$ cat config.mk
export PLATFORM = sky130hd
export DESIGN_NAME = seq_detect_param
export DESIGN_NICKNAME = d
export VERILOG_FILES = /design/src/rtl/seq_detect_param.sv
export SDC_FILE = /design/constraint.sdc
export NUM_CORES = 1
export LEC_CHECK = 0
export CAP_MARGIN = 20
export CORE_UTILIZATION = 50
export CTS_CLUSTER_SIZE = 12
export DETAILED_ROUTE_END_ITERATION = 10
export GPL_TIMING_DRIVEN = 0
export MAX_ROUTING_LAYER = met4
export PLACE_DENSITY = 0.76
export SLEW_MARGIN = 40
export SYNTH_ARGS = -nofsm -noshare
export SYNTH_HDL_FRONTEND = slang
export SYNTH_SLANG_ARGS = --single-unit
$ cat constraint.sdc
create_clock -name clk -period 2.28 [get_ports clk]
set_input_delay 0.342 -clock clk [delete_from_list [all_inputs] [get_ports clk]]
set_output_delay 0.342 -clock clk [all_outputs]
set_load 0.02 [all_outputs]
$ cat src/rtl/seq_detect_param.sv
// -----------------------------------------------------------------------------
// seq_detect_param
//
// Serial bit-pattern detector with a run-time loadable pattern and a saturating
// match counter. Valid input bits are shifted into a PAT_W-bit history register
// (newest bit at the LSB). A fill counter tracks how many valid bits the history
// holds since the last reset/pattern load (or since the last match in
// non-overlapping mode), so a match is only reported once the history is full.
//
// Parameters
//   PAT_W    pattern length in bits (2..16)
//   PATTERN  reset value of the pattern register, MSB is the oldest bit
//   OVERLAP  1: trailing bits of a match may start the next match
//            0: a match restarts collection from zero bits
//   CNT_W    width of the match counter
//
// Ports
//   clk        rising-edge clock
//   rst        asynchronous active-low reset
//   in         serial data bit
//   in_valid   in is sampled on this edge
//   pat_load   load pat_value into the pattern register, clear history/fill
//   pat_value  new pattern, MSB oldest
//   clr_cnt    synchronous clear of match_cnt and cnt_sat
//   out        registered one-cycle match pulse
//   match_cnt  saturating count of matches
//   cnt_sat    sticky flag, set once match_cnt reaches its maximum
// -----------------------------------------------------------------------------
module seq_detect_param #(
   parameter int unsigned      PAT_W   = 4,
   parameter logic [PAT_W-1:0] PATTERN = 4'b1101,
   parameter bit               OVERLAP = 1'b1,
   parameter int unsigned      CNT_W   = 8
) (
   input  logic             clk,
   input  logic             rst,
   input  logic             in,
   input  logic             in_valid,
   input  logic             pat_load,
   input  logic [PAT_W-1:0] pat_value,
   input  logic             clr_cnt,
   output logic             out,
   output logic [CNT_W-1:0] match_cnt,
   output logic             cnt_sat
);

   // Fill has to represent 0..PAT_W inclusive.
   localparam int unsigned       FILL_W    = $clog2(PAT_W + 1);
   localparam logic [FILL_W-1:0] FILL_FULL = FILL_W'(PAT_W);
   localparam logic [CNT_W-1:0]  CNT_MAX   = {CNT_W{1'b1}};

   logic [PAT_W-1:0]  hist_q, hist_d;
   logic [FILL_W-1:0] fill_q, fill_d;
   logic [PAT_W-1:0]  pat_q, pat_d;
   logic              out_q, out_d;
   logic [CNT_W-1:0]  cnt_q, cnt_d;
   logic              sat_q, sat_d;

   logic [PAT_W-1:0]  hist_shift;
   logic [FILL_W-1:0] fill_inc;
   logic              match;
   logic [CNT_W-1:0]  cnt_base;
   logic              sat_base;

   // ---------------------------------------------------------------------------
   // Match detection, evaluated on the post-shift view of history and fill.
   // ---------------------------------------------------------------------------
   always_comb begin
      hist_shift = {hist_q[PAT_W-2:0], in};
      fill_inc   = (fill_q == FILL_FULL) ? fill_q : fill_q + 1'b1;
      // pat_load wins over in_valid: the concurrent bit never reaches the history.
      match      = in_valid && !pat_load && (fill_inc == FILL_FULL) && (hist_shift == pat_q);
   end

   // ---------------------------------------------------------------------------
   // History, fill and pattern next state.
   // ---------------------------------------------------------------------------
   always_comb begin
      hist_d = hist_q;
      fill_d = fill_q;
      pat_d  = pat_q;
      if (pat_load) begin
         pat_d  = pat_value;
         hist_d = '0;
         fill_d = '0;
      end else if (in_valid) begin
         hist_d = hist_shift;
         // In non-overlapping mode only fill needs clearing; stale history bits
         // cannot cause a match until PAT_W fresh bits have replaced them.
         fill_d = (match && !OVERLAP) ? '0 : fill_inc;
      end
   end

   // ---------------------------------------------------------------------------
   // Match pulse and saturating counter. A clear coinciding with a match is
   // applied first, so the match is counted on top of the cleared value.
   // ---------------------------------------------------------------------------
   always_comb begin
      out_d    = match;
      cnt_base = clr_cnt ? '0   : cnt_q;
      sat_base = clr_cnt ? 1'b0 : sat_q;
      cnt_d    = cnt_base;
      sat_d    = sat_base;
      if (match) begin
         if (cnt_base != CNT_MAX) begin
            cnt_d = cnt_base + 1'b1;
         end
         if (cnt_d == CNT_MAX) begin
            sat_d = 1'b1;
         end
      end
   end

   // ---------------------------------------------------------------------------
   // State registers.
   // ---------------------------------------------------------------------------
   always_ff @(posedge clk or negedge rst) begin
      if (!rst) begin
         hist_q <= '0;
         fill_q <= '0;
         pat_q  <= PATTERN;
         out_q  <= 1'b0;
         cnt_q  <= '0;
         sat_q  <= 1'b0;
      end else begin
         hist_q <= hist_d;
         fill_q <= fill_d;
         pat_q  <= pat_d;
         out_q  <= out_d;
         cnt_q  <= cnt_d;
         sat_q  <= sat_d;
      end
   end

   assign out       = out_q;
   assign match_cnt = cnt_q;
   assign cnt_sat   = sat_q;

endmodule
==> results.py <==
metrics = {
    "yosys": {
        "synthCells": 108,
        "synth_fp_nets": 120,
        "ys_ff_latch": 20,
        "synth_edf_count": 0,
        "syn_avg_cell_area_um2": 10.50,
        "ys_types": 40,
        "synth_seq_area_share": 0.4448,
        "post-synth-top-area-cell": "dfrtp_1",
        "synth_top_cell_area_share": 0.3753,
        "synth.most_common_cell": "dfrtp_1",
        "syn_area_um2": 1134,
        "synth_top_cells_by_count": "17 x dfrtp_1, 8 x nand2_1, 8 x nor2_1",
        "yosys-top-cells-area": "dfrtp_1 38%, dfstp_2 7.0%, mux2i_1 5.3%, mux2_2 5.0%, xor2_1 3.1%",
        "synth_flop_cell": "dfrtp_1",
        "async_flop_share": 1.000,
        "yosys_warnings": 0,
    },
    "critical_path": {
        "crit_required_ps": 2490,
        "crit_path_start_kind": "flip-flop",
        "r2r_slack_ps": 210,
        "crit_end": "match_cnt[2]$_DFF_PN0_",
        "r2r-start": "fill_q[0]$_DFFE_PN0P_",
        "crit_path_max_incr_delay_ps": 420,
        "cp-end-kind": "flip-flop",
        "setup.worst_path.start": "fill_q[0]$_DFFE_PN0P_",
        "crit_buf_inv": 1,
        "worst_path_max_delay_cell": "or3_1",
        "r2r_cells": 6,
        "path_delay_family": "simple AND/OR/NAND/NOR gates",
        "crit_cells": 6,
        "timing.rr.end": "match_cnt[2]$_DFF_PN0_",
        "worstPathArrival_ps": 2280,
        "critPathKind": "flip-flop to flip-flop",
        "path_cells": "inv_1 -> ha_1 -> or3_1 -> a31oi_4 -> and3_4 -> mux2_4",
        "crit_fanout": 9,
    },
    "power_and_ir_drop": {
        "p_comb_frac": 0.123,
        "power_leakage_nw": 0.6099,
        "p_int_w": 0.0005097,
        "switching_share": 0.2457,
        "seqPwrFrac": 0.564,
        "ir_worst_vdd_mv": 0.5016,
        "p_sw_w": 0.0001660,
        "p_per_area_nw_per_um2": 486.5,
        "clkPwrFrac": 0.313,
    },
    "timing": {
        "period_needed_ps": 2074,
        "fin_skew_ps": 9.768,
        "fin_tns_setup_ps": 0,
        "drv_slew": 0,
        "rsz0062_at_grt": "no",
        "final_hold_viol_count": 0,
        "worst_slack_ps": 206.3,
        "whs_ps": 375.3,
        "fin_crit_sh": 0.9095,
        "fmax_ghz": 0.4822,
        "setup-violations-final": 0,
        "tightest_slew_ps": 493.8,
        "slew-limit-headroom": 0.6683,
    },
    "finish": {
        "n_antenna_cell": 0,
        "drive_gt1_frac": 0.1832,
        "fin_area_um2": 1389,
        "fin_util": 0.6801,
        "fill_cells": 167,
        "layout.nets": 144,
        "area_delta_synth_final_pct": 22.52,
    },
    "global_routing": {
        "grt_use_total": 0.2098,
        "grt_overflow": 0,
        "grt_pass1_vias": 855,
        "antenna_found_initial": 0,
        "grt_max_degree": 21,
        "grt_pass1_wl_um": 3767,
    },
    "drt": {
        "drt_iter0_markers": 26,
        "drtPass1Iterations": 4,
        "via_per_inst": 5.576,
        "wl_per_cell_um": 13.78,
        "ant_nets": 0,
        "drt-total-wl_um": 2177,
        "num_vias": 881,
        "remaining_drc_errors": 0,
    },
    "clocking": {
        "cts_buffers": 3,
        "htreeDepth": 1,
        "cts_sinks": 20,
        "cts_setup_buffers": 0,
        "clock-root-buffer": "clkbuf_4",
        "clk_latency_ps": 310,
        "cts_tree": "built",
        "path_clk_slew_ps": 120,
        "cts_max_path_buffers": 2,
    },
    "die": {
        "die_h_um": 49.62,
        "initial_core_util": 0.5551,
        "dieArea_um2": 2462,
        "io_pins": 20,
        "num_rows": 16,
        "core-area_um2": 2042,
        "die_width_um": 49.62,
    },
    "hold_path": {
        "hp-class": "primary input to flip-flop",
        "hp-start": "in_valid",
    },
    "placement": {
        "placed_area_um2": 1343,
        "dp_slack_ps": 25.35,
        "hpwl_um": 1577,
        "gp_congestion": 0.8210,
        "port_buffers": 18,
    },
    "outcome": {
        "status": "finished, final reports clean",
    },
    "job": {
        "cap_violations": 0,
    },
}
flip-flops by register name, summed over array words and instances, names as in the netlist:
| name | cells |
|---|---|
| match_cnt | 8 |
| pat_q | 4 |
| fill_q | 3 |
| hist_q | 3 |
| cnt_sat | 1 |
| out | 1 |
layout make-up:
type                            count  area (um2)  area share
Buffer                              4       25.02     0.01802
Clock buffer                        4       36.28     0.02613
Inverter                            3       11.26    0.008108
Multi-Input combinational cell     81       593.1      0.4270
Sequential cell                    20       504.2      0.3631
Tap cell                           27       33.78     0.02432
Timing Repair Buffer               19       185.2      0.1333
power by group through the flow:
stage                     sequential (W)  clock, W  combinational (W)
after global placement          0.000387         0          0.0000809
after global routing            0.000383  0.000233          0.0000924
after CTS                       0.000381  0.000217          0.0000843
after floorplan                 0.000386         0          0.0000532
final                           0.000381  0.000212          0.0000831
after detailed placement        0.000388         0          0.0000832
cells by family after synthesis:
| group | Yosys count | share of synthesized area |
|---|---|---|
| AND/OR/NAND/NOR | 47 | 0.2450 |
| buffers and inverters | 7 | 0.03200 |
| XOR/XNOR | 5 | 0.03863 |
| adder cells (fa/ha/maj) | 2 | 0.02207 |
| multiplexers | 12 | 0.1159 |
| flip-flops | 20 | 0.4448 |
| AO/OA/AOI/OAI | 15 | 0.1015 |
repair_timing:
item	in CTS	in global routing
endpoints found under the setup margin	0	0
gates resized for setup	0	0
endpoints found under the hold margin	17	0
hold buffers	1	0
metal layers:
metal / track usage / routed length [um]
met5: - / 0
met4: 0.07143 / 23
met3: 0.04938 / 94
met2: 0.3401 / 1050
met1: 0.2554 / 1008
worst min-delay path, delay by kind of cell:
family | cells | cell delay [ps]
buffers and inverters | 1 | 160
AO/OA/AOI/OAI | 1 | 60
AND/OR/NAND/NOR | 1 | 90
layout by cell type (no fill, tap or decap), types with 3 or more instances in the layout:
master | Yosys | final
nor2b_1 | 3 | 3
inv_1 | 3 | 3
mux2i_1 | 6 | 6
nand2_1 | 8 | 8
buf_2 | 2 | 3
dfrtp_1 | 17 | 17
a31oi_1 | 3 | 3
nand3_1 | 5 | 5
clkbuf_4 | 0 | 3
nor3_1 | 6 | 6
dfstp_2 | 3 | 3
nor2_1 | 8 | 8
mux2_2 | 5 | 5
xor2_1 | 4 | 4
clkdlybuf4s50_1 | 0 | 17
a21oi_1 | 5 | 5
worst min-delay path by stage:
stage                                       end  depth (start not counted)  slack, ps
after floorplan               cnt_sat$_DFF_PN0_                          0         50
after global placement     pat_q[1]$_DFFE_PN0P_                          1        520
after detailed placement  fill_q[2]$_DFFE_PN0P_                          1        320
after CTS                 fill_q[1]$_DFFE_PN0P_                          3        370
after global routing      fill_q[1]$_DFFE_PN0P_                          3        370
final                     fill_q[1]$_DFFE_PN0P_                          3        380
metrics by stage:
stage / power, W / instances
finish: 0.0006757 / 158
global route: 0.0007084 / 158
CTS: 0.0006820 / 158
detailed placement: 0.0004710 / 153
global placement: 0.0004680 / 153
floorplan: 0.0004388 / 108
Power figures use the tool's default switching activity.
